==> src/rtl/regfile_rename_ckpt.sv <==
// Architectural register file with per-register rename tags, write-back bypass
// on reads, and a single-level tag checkpoint for branch-mispredict recovery.
module regfile_rename_ckpt #(
    parameter int  REG_NUM  = 32,
    parameter int  DATA_W   = 32,
    parameter int  TAG_W    = 4,
    parameter int  TAG_FREE = 0,
    parameter int  NUM_WB   = 2,
    parameter int  NUM_RD   = 2,
    localparam int NAME_W   = $clog2(REG_NUM)
) (
    input  logic                      clk,
    input  logic                      rst,
    input  logic [NUM_WB-1:0]         wbEn,
    input  logic [NUM_WB*NAME_W-1:0]  wbName,
    input  logic [NUM_WB*TAG_W-1:0]   wbTag,
    input  logic [NUM_WB*DATA_W-1:0]  wbData,
    input  logic                      decEn,
    input  logic [NAME_W-1:0]         decName,
    input  logic [TAG_W-1:0]          decTag,
    input  logic [NUM_RD*NAME_W-1:0]  rdName,
    output logic [NUM_RD*DATA_W-1:0]  rdData,
    output logic [NUM_RD*TAG_W-1:0]   rdTag,
    input  logic                      ckptSave,
    input  logic                      ckptRestore,
    input  logic                      flush,
    output logic                      ckptValid
);
    localparam logic [TAG_W-1:0] FREE = TAG_W'(TAG_FREE);

    logic [NUM_WB-1:0][NAME_W-1:0]  wb_name;
    logic [NUM_WB-1:0][TAG_W-1:0]   wb_tag;
    logic [NUM_WB-1:0][DATA_W-1:0]  wb_data;
    logic [NUM_RD-1:0][NAME_W-1:0]  rd_name;

    assign wb_name = wbName;
    assign wb_tag  = wbTag;
    assign wb_data = wbData;
    assign rd_name = rdName;

    logic [REG_NUM-1:0][DATA_W-1:0] data_q, data_d;
    logic [REG_NUM-1:0][TAG_W-1:0]  tag_q, tag_d;
    logic [REG_NUM-1:0][TAG_W-1:0]  snap_q, snap_d;
    logic                           valid_q, valid_d;

    logic [NUM_WB-1:0] wb_match;
    logic [NUM_WB-1:0] snap_hit;
    logic              restore_act;
    logic              save_act;

    assign restore_act = ckptRestore && valid_q;
    assign save_act    = ckptSave && !ckptRestore;

    // A write-back matches the live table for data/tag update; the snapshot
    // is checked independently so a producer renamed after the branch still
    // frees its pre-branch entry.
    for (genvar gi = 0; gi < NUM_WB; gi++) begin : g_wb
        assign wb_match[gi] = wbEn[gi] && (wb_name[gi] != '0) &&
                              (wb_tag[gi] == tag_q[wb_name[gi]]);
        assign snap_hit[gi] = wbEn[gi] && (wb_name[gi] != '0) &&
                              (wb_tag[gi] == snap_q[wb_name[gi]]);
    end

    for (genvar gi = 0; gi < REG_NUM; gi++) begin : g_reg
        logic              wb_hit;
        logic              snap_clr;
        logic              dec_hit;
        logic [DATA_W-1:0] wb_val;
        logic [TAG_W-1:0]  tag_norm;

        // Descending scan so the lowest-index matching channel wins the data.
        always_comb begin
            wb_hit   = 1'b0;
            snap_clr = 1'b0;
            wb_val   = data_q[gi];
            for (int k = NUM_WB - 1; k >= 0; k--) begin
                if (wb_name[k] == NAME_W'(gi)) begin
                    if (wb_match[k]) begin
                        wb_hit = 1'b1;
                        wb_val = wb_data[k];
                    end
                    if (snap_hit[k]) begin
                        snap_clr = 1'b1;
                    end
                end
            end
        end

        assign dec_hit  = decEn && (decName == NAME_W'(gi)) && (gi != 0);
        assign tag_norm = dec_hit ? decTag : (wb_hit ? FREE : tag_q[gi]);

        assign data_d[gi] = wb_val;

        assign tag_d[gi] = ((gi == 0) || flush) ? FREE :
                           restore_act          ? (snap_clr ? FREE : snap_q[gi]) :
                                                  tag_norm;

        assign snap_d[gi] = flush                  ? FREE :
                            restore_act            ? snap_q[gi] :
                            save_act               ? tag_norm :
                            (valid_q && snap_clr)  ? FREE :
                                                     snap_q[gi];
    end

    assign valid_d = flush       ? 1'b0 :
                     restore_act ? 1'b0 :
                     save_act    ? 1'b1 :
                                   valid_q;

    always_ff @(posedge clk) begin
        if (rst) begin
            data_q  <= '0;
            tag_q   <= {REG_NUM{FREE}};
            snap_q  <= {REG_NUM{FREE}};
            valid_q <= 1'b0;
        end else begin
            data_q  <= data_d;
            tag_q   <= tag_d;
            snap_q  <= snap_d;
            valid_q <= valid_d;
        end
    end

    for (genvar gi = 0; gi < NUM_RD; gi++) begin : g_rd
        logic [DATA_W-1:0] rd_val;
        logic [TAG_W-1:0]  rd_tag_val;

        always_comb begin
            rd_val     = data_q[rd_name[gi]];
            rd_tag_val = tag_q[rd_name[gi]];
            for (int k = NUM_WB - 1; k >= 0; k--) begin
                if (wb_match[k] && (wb_name[k] == rd_name[gi])) begin
                    rd_val     = wb_data[k];
                    rd_tag_val = FREE;
                end
            end
            if (rst || (rd_name[gi] == '0)) begin
                rd_val     = '0;
                rd_tag_val = FREE;
            end
        end

        assign rdData[gi*DATA_W +: DATA_W] = rd_val;
        assign rdTag[gi*TAG_W +: TAG_W]    = rd_tag_val;
    end

    assign ckptValid = valid_q;

endmodule
==> config.mk <==
export PLATFORM = sky130hd
export DESIGN_NAME = regfile_rename_ckpt
export DESIGN_NICKNAME = d
export VERILOG_FILES = /design/src/rtl/regfile_rename_ckpt.sv
export SDC_FILE = /design/constraint.sdc
export NUM_CORES = 2
export LEC_CHECK = 0
export BUFFER_PORTS_ARGS = -buffer_cell sky130_fd_sc_hd__clkbuf_2
export CORE_ASPECT_RATIO = 0.5
export CORE_MARGIN = 5
export CORE_UTILIZATION = 30
export CTS_BUF_LIST = sky130_fd_sc_hd__clkbuf_16
export DETAILED_ROUTE_END_ITERATION = 12
export HOLD_SLACK_MARGIN = 0.06
export PLACE_DENSITY = 0.43
export SYNTH_ARGS = -nofsm -noshare
export SYNTH_HDL_FRONTEND = slang
export SYNTH_SLANG_ARGS = --single-unit
==> constraint.sdc <==
create_clock -name clk -period 11 [get_ports clk]
set_input_delay 3.3 -clock clk [delete_from_list [all_inputs] [get_ports clk]]
set_output_delay 3.3 -clock clk [all_outputs]
set_load 0.05 [all_outputs]
-- Word-level counts from Yosys, hierarchy flattened
Cells that the tools add are included.
- add/sub/neg operators: 0
- multipliers: 0
- divide/modulo/power cells: 0
- magnitude comparators: 4
- eq/ne operators: 101
- shift-type cells: 0
- multiplexer cells: 539
- bitwise gates (word level): 1
- reduce and logical (&&, ||, !) cells: 150
- operators with widths (operator ; number):
    $mux 32 ; 136
    $mux 4 ; 201
    $bmux 32 s5 ; 2
    $eq 5x5->1 const B ; 48
    $mux 1 ; 194
    $bmux 4 s5 ; 6
    $eq 5x4->1 const B ; 24
    $logic_and 1x1->1 ; 75
    $reduce_and 2->1 ; 32
    $reduce_bool 2->1 ; 32
    $eq 5x3->1 const B ; 12
    $eq 5x2->1 const B ; 6
    $lt 5x6->1 const B ; 4
    $eq 5x5->1 ; 4
    $logic_not 5->1 ; 4
    $eq 4x4->1 ; 4
    $eq 5x1->1 const B ; 3
    $reduce_bool 5->1 ; 2
    $reduce_or 3->1 ; 1
    $logic_or 1x1->1 ; 2
    $reduce_or 2->1 ; 1
    $logic_not 1->1 ; 1
    $not 1->1 ; 1
- bits in registers: 1281
- latch bits: 0
- memory bits (writable): 0
- memory bits (read-only): 0
- output and inout bits: 73
- memories: 0

-- Depth between registers and ports, before layout
- depth in word-level cells: 11
- mapped depth: 17
- gate-level depth less buffers: 9

-- Least setup slack after synthesis
Ideal clock, no wire load.
- path type: input-to-output
- start point: input port wbName[0]
- end point: output port rdData[10]
- arrival: 6.740 ns
- data required time: 7.700 ns
- setup slack: 0.960 ns
- stages on the path: 14
- buffers on the path: 5
- path through: buf_4 buf_4 or3b_2 o221ai_1 a21oi_1 a22oi_1 mux2_2 and4_1 buf_2 buf_2 nand2_1 clkbuf_1 o211ai_1 a21oi_1
- longest elaborated chain between the ends: 7
- elaborated cells on any way between the ends: 10
- RTL lines (element ; line ; RTL):
    start: declaration ; 15 ; input logic [NUM_WB*NAME_W-1:0] wbName,
    $bmux 4 s5 ; 59 ; (wb_tag[gi] == tag_q[wb_name[gi]]);
    $mux 4 (implied by the code) ; 59 ;
    $eq 4x4->1 ; 59 ;
    $logic_and 1x1->1 ; 58 ; assign wb_match[gi] = wbEn[gi] && (wb_name[gi] != '0) &&
    $logic_and 1x1->1 (*) ; 132 ; if (wb_match[k] && (wb_name[k] == rd_name[gi])) begin
    $mux 32 (*) ; 132 ;
    $mux 32 (*) ; 137 ; if (rst || (rd_name[gi] == '0)) begin
    end: declaration ; 22 ; output logic [NUM_RD*DATA_W-1:0] rdData,
Every way passes the cells marked *; elsewhere a longest branch is shown, timed or not. The select of a mux whose other input is x is not followed.

-- Worst setup path after layout
- start point: input port wbName[1]
- end point: output port rdData[0]
Same word-level chain as after synthesis.

==> results.yml <==
hold_path:
  min_to: "data_q[25]"
  worstHoldStart: "data_q[25]"
  hp-class: "register to register"
  hold_path_depth: 1
status:
  status: "finished with violations"
  violations: "max-capacitance violations, max-slew violations"
clock_tree:
  tritoncts: "done"
  clkSlewWorstSetupHoldPaths_ns: 0.06
  cts_buffers: 147
  cts_num_sinks: 1273
  post_cts_buffers: 0
  hold_buffers: 0
  clk_path_buf_depth: 4
  clock_latency_ns: 0.85
  htreeDepth: 4
  root_buffer: "clkbuf_16"
  ctsResizeCount: 0
cells_and_area:
  layout-drive-gt1-share_pct: 20.0
  area_delta_synth_final_pct: 11.6
  num-nets-final: 8222
  n_fill_cell: 27000
worst_setup_path:
  r2r_setup_slack_ns: 5.84
  reg2reg_depth: 11
  crit_type: "input port to output port"
  critPathLaunchType: "input port"
  cp-end-kind: "output port"
  crit_required_ns: 7.70
  regToRegStartpoint: "tag_q[95]"
  reg2reg_to: "data_q[976]"
  crit_fanout: 30
  critPathArrivalTime_ns: 7.37
global_routing:
  grt_pass1_wl_um: 596000
  track_usage_pct: 29.7
  antenna_found_initial: 22
  grt_pass1_vias: 70400
  gr-total-overflow: 0
  grt_max_degree: 187
route:
  vias: 75800
  dr.pass1.iters: 6
  detail-route-antenna-nets: 0
  viasPerCell: 6.41
  routed_wl_um: 431000
  drc: 0
  wire_per_inst_um: 36.5
  drt_iter0_markers: 10400
placement:
  dp_hpwl_um: 268000
  place.gp.congestion: 0.984
  io_buffers: 181
  place_ws_ns: 0.423
synthesis:
  synth.top_cells.by_area: "dfxtp_1 (32%), mux4_2 (21%), mux2i_1 (8.3%), nor2_1 (5.8%), nand2_1 (5.6%)"
  synthDistinctLibCells: 82
  ys_seq_area_share_pct: 31.5
  async_reset_ff_share_pct: 0
  synth_top_area_share_pct: 31.5
  syn_area_um2: 80800
  ys_seq_elements: 1273
  yosys.area.top_type: "dfxtp_1"
  synth-edff-count: 0
  netlist_instances: 8584
  avgSynthCellArea_um2: 9.42
  yosysWarningCount: 0
  synth.most_common_cell: "dfxtp_1"
  synth_ff_type: "dfxtp_1"
  synth.top_cells.by_count: "dfxtp_1 (1,273), nor2_1 (1,259), nand2_1 (1,203), mux4_2 (763), clkbuf_1 (725)"
  synth_fp_nets: 8693
floorplanning:
  rows: 134
  core_um2: 267000
  io_pins: 182
  fp.dieW_um: 744
  die-height_um: 377
  dieArea_um2: 281000
  initial_core_util_pct: 30.2
power_and_ir_drop:
  leakagePower_nw: 29.6
  power_per_cell_area_nw_per_um2: 118
  p_total_mw: 10.6
  peakVddDrop_mv: 0.103
sta:
  max_freq_mhz: 93.7
  fin_crit_ns: 10.67
  finalWorstSetupSlack_ns: 0.327
  fin_tns_setup_ns: 0
  finClkSkew_ns: 0.0806
  fin_crit_sh_pct: 97.0
  rsz0062_at_grt: "no"
  setup_viol: 0
  hold_ws_ns: 0.476
  drv_slew: 19
  slew-limit-headroom_pct: -3.96
  final-hold-violation-count: 0
  tightest_slew_ns: 1.56
run:
  maxCapViolations: 1
[worst max path at each step]
| stage | startpoint | endpoint | slack (ns) |
|---|---|---|---|
| after detailed placement | wbName[1] | rdData[0] | 0.42 |
| final | wbName[1] | rdData[0] | 0.33 |
| after CTS | wbName[1] | rdData[0] | 0.39 |
| after floorplan | wbName[0] | rdData[10] | 0.96 |
| after global placement | wbName[1] | rdData[0] | 0.43 |
| after global routing | wbName[1] | rdData[0] | 0.29 |
[cells in the final DEF, fill, tap and decap left out, types with 40 or more instances in the layout]
cell type / instances
a211oi_1: 527
a21oi_1: 81
a221o_1: 182
a311oi_1: 494
a31o_2: 44
buf_12: 76
buf_4: 259
clkbuf_16: 153
clkbuf_2: 133
dfxtp_1: 1273
inv_1: 50
mux2i_1: 674
mux4_2: 763
nand2_1: 1173
nand3_1: 94
nor2_1: 1255
nor2b_1: 50
nor3_1: 112
nor4_1: 40
o211ai_1: 71
o21ai_0: 91
o22ai_1: 48
[through the flow]
step / util [%] / instances / cell area (um^2)
2_1_floorplan: - / 8584 / 80800
3_3_place_gp: 32.0 / 11600 / 85700
3_5_place_dp: 32.0 / 11600 / 85700
4_1_cts: 33.7 / 11800 / 90200
5_1_grt: 33.7 / 11800 / 90200
6_report: 33.7 / 11800 / 90200
[worst max-delay path, stage by stage]
cell	delay (ns)
buf_4	0.50
nor2b_2	0.78
a221oi_1	0.17
nor3_1	0.31
o221ai_1	0.20
xor2_1	0.25
and4_4	0.35
and2_2	0.22
buf_4	0.29
nand2_1	0.09
a21oi_1	0.48
clkbuf_2	0.38
[area by class of cell]
cell class	count	area (um^2)	area share, %
Clock buffer	153	3830	4.25
Clock inverter	96	653	0.724
Antenna cell	9	22.5	0.0250
Inverter	22	85.1	0.0943
Timing Repair Buffer	477	4260	4.72
Tap cell	3604	4510	5.00
Sequential cell	1273	25500	28.3
Multi-Input combinational cell	6192	51300	56.9
[cells by family (layout without fill, tap and decap cells)]
kind of cell	Yosys count	in the layout	synth area share (%)
AO/OA/AOI/OAI	1724	1724	17.0
XOR/XNOR	30	30	0.325
buffers and inverters	1119	748	5.79
flip-flops	1273	1273	31.5
multiplexers	1474	1474	30.1
other	0	9	0
AND/OR/NAND/NOR	2964	2964	15.2
[layer usage]
metal | track usage (%) | vias to the layer above | wire length (um)
met1 | 43.2 | 39000 | 192000
met2 | 42.8 | 4416 | 179000
met4 | 11.2 | 6 | 18500
li1 | - | 31700 | -
met5 | 0 | - | 34
met3 | 6.37 | 781 | 42400
[sequential cells by signal (all words and copies together) (netlist names)]
register	cells
data_q	1024
tag_q	124
snap_q	124
ckptValid	1
[power breakdown]
| group | internal [mW] | switching, mW | total (mW) | leakage [nW] |
|---|---|---|---|---|
| clock network | 2.70 | 2.23 | 4.93 | 2.31 |
| logic | 0.279 | 0.795 | 1.07 | 17.0 |
| registers | 4.62 | 0.0120 | 4.63 | 10.2 |
Note: power is estimated with default switching activity, not from simulation.
